File: src/rtl/hazard_stall_ctrl.sv
// Stall controller beside the ID stage: inserts load-use bubbles and freezes the
// pipeline while the data cache is busy, flagging a sticky error on a stuck miss.
module hazard_stall_ctrl #(
    parameter int CNT_W        = 32,
    parameter int MISS_TIMEOUT = 1024
) (
    input  logic             clk_i,
    input  logic             rst_i,
    input  logic [4:0]       IF_ID_RS1_i,
    input  logic [4:0]       IF_ID_RS2_i,
    input  logic             IF_ID_UsesRS2_i,
    input  logic [4:0]       ID_EX_RD_i,
    input  logic             ID_EX_MemRead_i,
    input  logic             dcache_stall_i,
    output logic             PCWrite_o,
    output logic             IF_ID_Stall_o,
    output logic             ID_EX_Bubble_o,
    output logic             Freeze_o,
    output logic             Error_o,
    output logic [CNT_W-1:0] Stall_cnt_o,
    output logic [CNT_W-1:0] LU_cnt_o,
    output logic [1:0]       dbg_state_o
);

    typedef enum logic [1:0] {
        RUN      = 2'd0,
        MEM_WAIT = 2'd1,
        ERR      = 2'd2
    } state_t;

    localparam int WAIT_W = $clog2(MISS_TIMEOUT + 1);

    state_t            state_q, state_d;
    logic [WAIT_W-1:0] wait_q, wait_d;
    logic              error_q, error_d;
    logic [CNT_W-1:0]  stall_cnt_q, stall_cnt_d;
    logic [CNT_W-1:0]  lu_cnt_q, lu_cnt_d;
    logic              lu;
    logic              freeze;
    logic              bubble;

    assign lu = ID_EX_MemRead_i && (ID_EX_RD_i != 5'd0) &&
                ((ID_EX_RD_i == IF_ID_RS1_i) ||
                 (IF_ID_UsesRS2_i && (ID_EX_RD_i == IF_ID_RS2_i)));

    // wait_q counts consecutive busy cycles of the current miss, including the first one.
    always_comb begin
        state_d = state_q;
        wait_d  = wait_q;
        error_d = error_q;
        freeze  = 1'b0;
        unique case (state_q)
            RUN: begin
                if (dcache_stall_i) begin
                    freeze  = 1'b1;
                    state_d = MEM_WAIT;
                    wait_d  = WAIT_W'(1);
                end
            end
            MEM_WAIT: begin
                if (dcache_stall_i) begin
                    freeze = 1'b1;
                    wait_d = wait_q + WAIT_W'(1);
                    if (wait_d == WAIT_W'(MISS_TIMEOUT)) begin
                        state_d = ERR;
                        error_d = 1'b1;
                    end
                end else begin
                    state_d = RUN;
                    wait_d  = '0;
                end
            end
            ERR: begin
                freeze  = 1'b1;
                error_d = 1'b1;
            end
            default: begin
                state_d = RUN;
                wait_d  = '0;
            end
        endcase
        // A frozen pipeline never takes a NOP; load-use only acts on a live cycle.
        bubble = lu && !freeze;
        stall_cnt_d = stall_cnt_q;
        if (freeze && (stall_cnt_q != {CNT_W{1'b1}})) begin
            stall_cnt_d = stall_cnt_q + CNT_W'(1);
        end
        lu_cnt_d = lu_cnt_q;
        if (bubble && (lu_cnt_q != {CNT_W{1'b1}})) begin
            lu_cnt_d = lu_cnt_q + CNT_W'(1);
        end
    end

    always_ff @(posedge clk_i or negedge rst_i) begin
        if (!rst_i) begin
            state_q     <= RUN;
            wait_q      <= '0;
            error_q     <= 1'b0;
            stall_cnt_q <= '0;
            lu_cnt_q    <= '0;
        end else begin
            state_q     <= state_d;
            wait_q      <= wait_d;
            error_q     <= error_d;
            stall_cnt_q <= stall_cnt_d;
            lu_cnt_q    <= lu_cnt_d;
        end
    end

    assign Freeze_o       = freeze;
    assign ID_EX_Bubble_o = bubble;
    assign IF_ID_Stall_o  = freeze || lu;
    assign PCWrite_o      = !(freeze || lu);
    assign Error_o        = error_q;
    assign Stall_cnt_o    = stall_cnt_q;
    assign LU_cnt_o       = lu_cnt_q;
    assign dbg_state_o    = state_q;

endmodule

File: config.mk
export PLATFORM = sky130hd
export DESIGN_NAME = hazard_stall_ctrl
export DESIGN_NICKNAME = d
export VERILOG_FILES = /design/src/rtl/hazard_stall_ctrl.sv
export SDC_FILE = /design/constraint.sdc
export NUM_CORES = 1
export LEC_CHECK = 0
export ABC_AREA = 1
export BUFFER_PORTS_ARGS = -buffer_cell sky130_fd_sc_hd__buf_2
export CORE_ASPECT_RATIO = 1.1
export CORE_MARGIN = 2
export CORE_UTILIZATION = 40
export CTS_BUF_LIST = sky130_fd_sc_hd__clkbuf_2 sky130_fd_sc_hd__clkbuf_4 sky130_fd_sc_hd__clkbuf_8
export CTS_CLUSTER_SIZE = 8
export DETAILED_ROUTE_END_ITERATION = 8
export HOLD_SLACK_MARGIN = 0.15
export PLACE_DENSITY = 0.73
export RECOVER_POWER = 25
export SLEW_MARGIN = 20
export SYNTH_ARGS = -nofsm -noshare
export SYNTH_HDL_FRONTEND = slang
export SYNTH_SLANG_ARGS = --single-unit
export TNS_END_PERCENT = 30
File: constraint.sdc
create_clock -name clk_i -period 1.65 [get_ports clk_i]
set_input_delay 0.33 -clock clk_i [delete_from_list [all_inputs] [get_ports clk_i]]
set_output_delay 0.33 -clock clk_i [all_outputs]
set_load 0.03 [all_outputs]
==> metrics.cfg, run 1 <==
[yosys]
avgSynthCellArea_um2 = 6.51
synth-edff-count = 0
synth_ff_type = dfrtp_1
synthMuxAreaShare = 0
synth-xor-area-share = 0.0624
synth.distinct_cells = 28
synthAdderAreaFrac = 0.00723
syn_inst = 798
seq_area_frac_synth = 0.376
yosys.area_share.simple = 0.441
synth_compound_area_frac = 0.0376
synth_top_family_by_area = simple AND/OR/NAND/NOR gates
async_flop_share = 1.00
syn_area_um2 = 5190
syn_nets = 821
ys_warn_count = 0
ys_seq_elements = 78

[setup_path]
endpoint_kind = output port
timing.rr.start = LU_cnt_o[18]
worstSetupEndpoint = ID_EX_Bubble_o
required_ns = 1.32
timing.rr.end = LU_cnt_o[8]
path_max_fanout = 3
crit_start = dbg_state_o[1]
startpoint_type = register
reg2reg_slack_ns = 0.01
path_class = register to output port
reg2reg_depth = 9
cp_data_arrival_time_ns = 1.36

[place]
place_hpwl_um = 11400
port_buffers = 90
gp_congestion = 0.956
dp.cells = 1113
placed_cell_area_um2 = 6490

[timing]
fmax_mhz = 592
worstMarginPinSlew_ns = 0.797
slew_headroom = 0.469
rsz0062_at_grt = true
finalHoldViolCount = 0
setup_viol = 2
min_period_ns = 1.69
finalCritPeriodShare = 1.02
setup_slack_ns = -0.0396
finClkSkew_ns = 0.0165
slew_viol_final = 0

[power_and_ir_drop]
ir_worst_vdd_v = 0.000487
power_mw = 3.44
combPwrFrac = 0.043
power.density_nw_per_um2 = 490
p_sw_frac = 0.237
seqPwrFrac = 0.560
pwr-share-clk = 0.396
leakagePower_nw = 3.64
p_sw_uw = 813
power.internal_mw = 2.62

[drt]
num_vias = 5571
dr.pass1.iters = 5
drt_wl_total_um = 15400
drt.antenna.violating_nets = 0
via_per_inst = 4.87
remaining_drc_errors = 0
wire_per_inst_um = 13.5
drt_iter0_drc = 322

[grt]
antenna_found_initial = 0
track_usage = 0.220
grt_pass1_wl_um = 24400
grt_max_degree = 40
grt_pass1_vias = 5208
grt_overflow = 0

[die]
coreArea_um2 = 12600
start_util = 0.411
die_area_um2 = 13900
io_pins = 91
die_h_um = 123
die_w_um = 113
rows = 43

[cts]
cts.path.max_buffers = 2
clk_latency_ns = 0.37
cts.sinks = 78
cts_root_buf = clkbuf_8
ctsHtreeMaxLevel = 3
clkTransAtPathRegs_ns = 0.08
cts_tree = yes
cts_inserted_buffers = 9

[outcome]
status = finished with violations
violations = negative setup slack

[finish]
fillers = 1222
areaGrowthSynthToFinish_pct = 35.0
layout-drive-gt1-share = 0.298
finalInstanceArea_um2 = 7010
fin_nets = 1005
fin_cells = 1144
antenna_cells = 0
utilization = 0.554

[flow_run]
maxCapViolCount = 0

[worst_hold_path]
hp-start = dcache_stall_i
hold_class = primary input to register

==> final cells by class <==
type                       instances  area (µm²)  area share
tap                              157         196      0.0280
clock inverter                     2        10.0     0.00143
sequential                        78        1980       0.282
timing repair buffer             185        1270       0.181
inverter                          80         313      0.0446
multi-input combinational        628        3070       0.438
clock buffer                      14         168      0.0239
==> cell usage after synthesis (5+ instances only) <==
cell,instances,area [µm²]
nand2_1,367,1380
nor2_1,98,368
dfrtp_1,78,1950
inv_1,66,248
nand3_1,30,150
xor2_1,28,245
o21ai_0,19,95.1
nor3_1,16,80.1
nand3b_1,14,105
inv_2,13,48.8
o21ai_1,12,60.1
xnor2_1,9,78.8
buf_2,7,35.0
nand4_1,7,43.8
buf_6,5,56.3
nor3_2,5,50.1
==> per-layer routing <==
metal | vias up | track usage | share of wire | wire [µm]
met2 | 179 | 0.358 | 0.48 | 7340
met4 | 0 | 0.0823 | 0.023 | 354
met5 | - | 0 | 0 | 0
li1 | 2832 | - | - | -
met3 | 27 | 0.0426 | 0.056 | 864
met1 | 2533 | 0.291 | 0.44 | 6840
==> worst min-delay path by stage <==
stage	to	slack, ns	cells after the start
after detailed placement	Stall_cnt_o[19]	0.29	1
final	dbg_state_o[0]	0.31	5
after CTS	dbg_state_o[0]	0.30	5
after global placement	Stall_cnt_o[19]	0.28	1
after floorplan	Error_o	0.03	0
after global routing	dbg_state_o[0]	0.31	5
==> cells by family (layout without fill, tap and decap cells) <==
group           count (synthesis)  count (layout)
simple gates                  551             551
buf+inv                        92             281
flops                          78              78
compound gates                 37              37
xor+xnor                       37              37
fa+ha+maj                       3               3
==> metrics by stage <==
step	setup slack, ns	hold slack, ns	setup TNS [ns]
after floorplan	-0.00132	0.0344	-0.00529
after global placement	-0.0566	0.278	-0.377
after detailed placement	-0.0943	0.286	-1.43
after CTS	-0.0632	0.296	-0.134
after global routing	-0.0996	0.307	-2.81
final	-0.0396	0.307	-0.0620
==> layout by cell type (no fill, tap or decap), types with 5 or more instances in the layout <==
cell	instances
nand3_1	27
nand2_2	5
o21ai_0	18
nor2_1	82
nand3b_1	14
xnor2_1	9
nor2_4	6
nand2_1	361
inv_1	62
nor2_2	14
xor2_1	28
inv_2	14
buf_2	85
o21ai_1	13
nand4_1	7
nand2_4	6
nor3_1	8
buf_4	87
dfrtp_2	22
nor3_2	12
clkbuf_8	10
dfrtp_1	56
buf_6	5
==> repair_timing <==
| item | CTS | global route |
|---|---|---|
| hold buffers | 1 | 0 |
| gates cloned | 0 | 2 |
| endpoints found under the setup margin | 33 | 66 |
| pin swaps | 3 | 9 |
| gates resized for setup | 18 | 45 |
| hold endpoints to repair | 25 | 0 |
| buffers inserted | 4 | 8 |
==> power groups by stage <==
stage / clock (mW) / combinational (mW) / sequential, mW
6_report: 1.36 / 0.148 / 1.93
5_1_grt: 1.48 / 0.172 / 1.93
4_1_cts: 1.40 / 0.146 / 1.92
3_5_place_dp: 0 / 0.143 / 1.96
3_3_place_gp: 0 / 0.139 / 1.96
2_1_floorplan: 0 / 0.0538 / 1.96
==> state kept, by name, summed over array words and instances (netlist names) <==
name,count
LU_cnt_o,32
dbg_state_o,2
wait_q,11
Error_o,1
Stall_cnt_o,32
==> critical path: stages (launching register included) <==
cell	delay [ns]
dfrtp_2	0.45
nor2_4	0.12
inv_2	0.05
nand2_4	0.08
inv_4	0.05
nand3_4	0.07
inv_2	0.04
buf_6	0.13
(Power assumes the default switching activity.)
==> inputs of run 2 (changes only) <==
Settings changed: SKIP_LAST_GASP set to 1.
==> metrics.cfg, run 2 (same netlist as run 1, synthesis figures left out) <==
[timing]
rsz0062_at_grt = true
finalCritPeriodShare = 1.03  ; +0.00178
finClkSkew_ns = 0.0182  ; +0.00171 ns
slew_viol_final = 0  ; unchanged
min_period_ns = 1.69  ; +0.00294 ns
fmax_mhz = 591  ; -0.17%
setup_viol = 35  ; +33
slew_headroom = 0.467  ; -0.00149
worstMarginPinSlew_ns = 0.799  ; +0.00223 ns
finalHoldViolCount = 0  ; unchanged
whs_ns = 0.308  ; +0.000923 ns
setup_slack_ns = -0.0426  ; -0.00294 ns

[grt]
grt_pass1_wl_um = 24400  ; -0.14%
grt_max_degree = 40  ; unchanged
grt_overflow = 0  ; unchanged
antenna_found_initial = 0  ; unchanged
track_usage = 0.219  ; about the same
grt_pass1_vias = 5204  ; -0.077%

[cts]
clk_latency_ns = 0.38  ; about the same
cts_root_buf = clkbuf_8
clkTransAtPathRegs_ns = 0.08  ; about the same
cts_inserted_buffers = 9  ; unchanged
cts.path.max_buffers = 2  ; unchanged
ctsHtreeMaxLevel = 3  ; unchanged
cts_tree = yes
cts.sinks = 78  ; unchanged

[outcome]
status = finished with violations
violations = negative setup slack

[drt]
num_vias = 5606  ; +0.63%
remaining_drc_errors = 0  ; unchanged
drt_wl_total_um = 15400  ; about the same
drt.antenna.violating_nets = 0  ; unchanged
via_per_inst = 4.90  ; +0.72%
dr.pass1.iters = 6  ; +1
drt_iter0_drc = 328  ; +1.9%
wire_per_inst_um = 13.5  ; +0.14%

[setup_path]
cp_num_buf_inv = 2  ; -2
startpoint_type = register
slowest_stage = dfrtp_1
critical-path-top-delay-family = simple AND/OR/NAND/NOR gates
endpoint_kind = register
cpMostUsedCell = nand2_1
worstPathCellList = nand2_1, nor2_1, and2_1, nand3_2, inv_2, nor2_4, buf_12, nand2_1, nand2_1
path_class = register to register
path_max_fanout = 16  ; +13
reg2reg_slack_ns = -0.04  ; -0.05 ns
slowest_delay_ns = 0.48  ; +0.03 ns
cp_data_arrival_time_ns = 1.94  ; +0.58 ns
required_ns = 1.90  ; +0.58 ns

[place]
place_hpwl_um = 11400  ; unchanged
placed_cell_area_um2 = 6490  ; unchanged
gp_congestion = 0.956  ; unchanged
port_buffers = 90  ; unchanged
dp_worst_setup_slack_ns = -0.0943  ; unchanged

[die]
die_area_um2 = 13900  ; unchanged
die_w_um = 113  ; unchanged
die_h_um = 123  ; unchanged
io_pins = 91  ; unchanged
start_util = 0.411  ; unchanged
coreArea_um2 = 12600  ; unchanged
rows = 43  ; unchanged

[finish]
antenna_cells = 0  ; unchanged
layout-drive-gt1-share = 0.291  ; -0.00680
final_common_cell = nand2_1
fin_nets = 1004  ; -0.10%
finalInstanceArea_um2 = 6950  ; -0.86%
most-common-layout-cells = nand2_1 (362), nor2_1 (87), buf_4 (87)
utilization = 0.550  ; -0.00475
areaGrowthSynthToFinish_pct = 33.8

[flow_run]
maxCapViolCount = 0  ; unchanged

[power_and_ir_drop]
p_sw_uw = 813  ; about the same
power.internal_mw = 2.62  ; about the same
ir_worst_vdd_v = 0.000486  ; -0.32%
combPwrFrac = 0.043  ; about the same
pwr-share-clk = 0.397  ; about the same
power.density_nw_per_um2 = 494  ; +0.82%
seqPwrFrac = 0.561  ; about the same
p_sw_frac = 0.237  ; about the same
leakagePower_nw = 3.62  ; -0.74%
power_mw = 3.43  ; about the same

[worst_hold_path]
hold_class = primary input to register

==> run 2: changes by cell type in the layout (fill, tap and decap cells not counted), sizes merged <==
cell and delta:
buf -1
==> run 2: stage by stage <==
stage | TNS, ns | instances
after floorplan | -0.00529 | 798
after global placement | -0.377 | 1113
after detailed placement | -1.43 | 1113
after CTS | -0.201 | 1134
after global routing | -4.05 | 1143
final | -0.860 | 1143
==> run 2: what timing repair did <==
action                                 in CTS  in global routing
setup buffers                               4                  7
resized for setup                          14                 35
setup endpoints to repair                  33                 67
gates cloned                                0                  2
hold buffers                                1                  0
pin swaps                                   3                  5
endpoints found under the hold margin      25                  0
==> run 2: path summary, 6_finish.rpt <==
| kind | start | endpoint | cells after the start |
|---|---|---|---|
| setup / recovery | LU_cnt_o[18] | LU_cnt_o[16] | 9 |
| hold / removal | dcache_stall_i | dbg_state_o[0] | 5 |
| setup reg to reg | LU_cnt_o[18] | LU_cnt_o[16] | 9 |
| hold reg to reg | Error_o | Error_o | 2 |
| max in group asynchronous | rst_i | Stall_cnt_o[27] | 3 |
| min in group asynchronous | rst_i | Stall_cnt_o[19] | 2 |
==> run 2: area by class of cell <==
| class | instances | area (µm²) |
|---|---|---|
| Fill cell | 1233 | 5700 |
| Multi-Input combinational cell | 628 | 3040 |
| Sequential cell | 78 | 1980 |
| Timing Repair Buffer | 184 | 1250 |
| Inverter | 80 | 310 |
| Tap cell | 157 | 196 |
| Clock buffer | 14 | 168 |
| Clock inverter | 2 | 10.0 |
==> run 2: power by group through the flow <==
stage	sequential [mW]	combinational, mW	clock, mW
floorplan	1.96	0.0538	0
global placement	1.96	0.139	0
detailed placement	1.96	0.143	0
CTS	1.92	0.146	1.40
global route	1.93	0.171	1.48
finish	1.93	0.147	1.36
==> run 2: routing by layer <==
layer	share of wire	global-route usage
met2	0.47	0.358
met3	0.068	0.0426
met5	0	0
met1	0.44	0.290
met4	0.023	0.0823
==> run 2: tightest hold or removal path, stage by stage <==
cell     delay (ns)
buf_2          0.09
inv_1          0.09
nor2_4         0.04
nand2_1        0.06
inv_1          0.03
==> inputs of run 3 (changes only) <==
Settings changed: GPL_TIMING_DRIVEN set to 0.
==> metrics.cfg, run 3 (same netlist as run 1, synthesis figures left out) <==
[timing]
setup_viol = 20  ; -43%
whs_ns = 0.275  ; -0.0321 ns
finClkSkew_ns = 0.00723  ; -0.0110 ns
min_period_ns = 1.70  ; +0.0118 ns
slew_viol_final = 0  ; unchanged
finalCritPeriodShare = 1.03  ; +0.00714
finalHoldViolCount = 0  ; unchanged
setup_slack_ns = -0.0544  ; -0.0118 ns
slew_headroom = 0.627  ; +0.160
rsz0062_at_grt = true
worstMarginPinSlew_ns = 0.559  ; -0.240 ns
fmax_mhz = 587  ; -0.69%

[setup_path]
path_class = register to register
critical-path-top-delay-family = simple AND/OR/NAND/NOR gates
endpoint_kind = register
cp_num_buf_inv = 4  ; +2
cp_data_arrival_time_ns = 1.97  ; +0.03 ns
worstPathCellList = inv_1, nor3_1, nand2_1, nor2_2, nand2_2, nand2_4, inv_6, buf_12, clkbuf_16, nand2_1, nand2_1
reg2reg_depth = 11  ; +2
slowest_stage = dfrtp_1
cp.depth = 11  ; +2
startpoint_type = register
cpMostUsedCell = nand2_1
slowest_delay_ns = 0.38  ; -0.10 ns
path_max_fanout = 6  ; -10
required_ns = 1.92  ; +0.02 ns

[flow_run]
maxCapViolCount = 0  ; unchanged

[place]
port_buffers = 90  ; unchanged
dp_worst_setup_slack_ns = -0.252  ; -0.158 ns
place_hpwl_um = 10600  ; -7.1%
gp_congestion = 0.925  ; -3.2%
dp.cells = 1046  ; -6.0%

[power_and_ir_drop]
power.density_nw_per_um2 = 498  ; +0.80%
leakagePower_nw = 3.53  ; -2.5%
power_mw = 3.47  ; +0.98%
ir_worst_vdd_v = 0.000370  ; -24%

[grt]
grt_overflow = 0  ; unchanged
grt_pass1_wl_um = 24500  ; +0.57%
track_usage = 0.223  ; +0.00394
grt_pass1_vias = 5080  ; -2.4%
grt_max_degree = 57  ; +43%
antenna_found_initial = 0  ; unchanged

[cts]
cts.path.max_buffers = 2  ; unchanged
cts_tree = yes
cts.sinks = 78  ; unchanged
ctsHtreeMaxLevel = 3  ; unchanged
cts_root_buf = clkbuf_8
cts_inserted_buffers = 9  ; unchanged
clkTransAtPathRegs_ns = 0.08  ; about the same
clk_latency_ns = 0.37  ; about the same

[die]
io_pins = 91  ; unchanged
die_h_um = 123  ; unchanged
start_util = 0.411  ; unchanged
coreArea_um2 = 12600  ; unchanged
rows = 43  ; unchanged
die_w_um = 113  ; unchanged
die_area_um2 = 13900  ; unchanged

[finish]
utilization = 0.551  ; +0.000990
final_common_cell = nand2_1
fin_nets = 982  ; -2.2%
layout-drive-gt1-share = 0.314  ; +0.0232
antenna_cells = 0  ; unchanged
areaGrowthSynthToFinish_pct = 34.1
fin_cells = 1121  ; -1.9%
most-common-layout-cells = nand2_1 (340), buf_2 (88), nor2_1 (81)

[drt]
drt.antenna.violating_nets = 0  ; unchanged
remaining_drc_errors = 0  ; unchanged
drt_wl_total_um = 15300  ; -0.92%
wire_per_inst_um = 13.6  ; +1.0%
via_per_inst = 4.88  ; -0.47%
drt_iter0_drc = 342  ; +4.3%
num_vias = 5472  ; -2.4%
dr.pass1.iters = 5  ; -1

[outcome]
violations = negative setup slack
status = finished with violations

[worst_hold_path]
hold_depth = 5  ; unchanged
hold_class = primary input to register

-- run 3: changes by cell type in the layout (fill, tap and decap cells not counted), moves of 3 or more --
cell / change
nor3_1: +5
nand2_2: +20
buf_4: -34
nor2_4: +4
dfrtp_1: -15
nand3_2: -3
buf_6: +7
nor3_2: -8
dfrtp_2: +15
nor3_4: +3
nand2_1: -22
nor2_1: -6
-- run 3: worst paths after layout --
kind                                 start               to  slack [ns]
min in group asynchronous            rst_i   Stall_cnt_o[2]        0.47
max                        Stall_cnt_o[28]  Stall_cnt_o[10]       -0.05
max reg2reg                Stall_cnt_o[28]  Stall_cnt_o[10]       -0.05
min reg2reg                        Error_o          Error_o        0.50
min                         dcache_stall_i   dbg_state_o[0]        0.28
max in group asynchronous            rst_i     LU_cnt_o[10]        0.24
-- run 3: metrics by stage --
step	cell area [µm²]	setup TNS, ns
2_1_floorplan	5280	-0.00529
3_3_place_gp	5930	-36.36
3_5_place_dp	5960	-8.66
4_1_cts	6520	-0.947
5_1_grt	6960	-5.87
6_report	6960	-0.555
-- run 3: worst min-delay path, cell delays in order --
cell and delay, ns:
buf_2 0.09, inv_1 0.06, nor2_2 0.05, nand2_1 0.06, inv_1 0.03
-- run 3: layer usage --
metal | vias up | part of all wire | global-route usage
li1 | 2799 | - | -
met1 | 2456 | 0.44 | 0.286
met2 | 179 | 0.47 | 0.369
met3 | 38 | 0.063 | 0.0451
met4 | 0 | 0.030 | 0.0945
met5 | - | 0 | 0
-- run 3: area by class of cell --
cell class,instances,area [µm²]
Buffer,12,133
Clock buffer,15,181
Clock inverter,1,5.00
Fill cell,1218,5680
Inverter,80,315
Multi-Input combinational cell,628,3140
Sequential cell,78,2000
Tap cell,157,196
Timing Repair Buffer,150,992
-- run 3: what timing repair did --
action	4_1_cts	5_1_grt
setup buffers	29	24
resized for setup	41	80
pin swaps	9	19
hold buffers	1	0
setup endpoints to repair	63	73
cloned	3	2
hold endpoints to repair	22	0
-- run 3: power by group --
part | internal [mW] | total [mW] | switching, mW | leakage [nW]
Clock | 0.696 | 1.41 | 0.714 | 0.101
Combinational | 0.0454 | 0.132 | 0.0866 | 2.49
Sequential | 1.92 | 1.93 | 0.00896 | 0.938
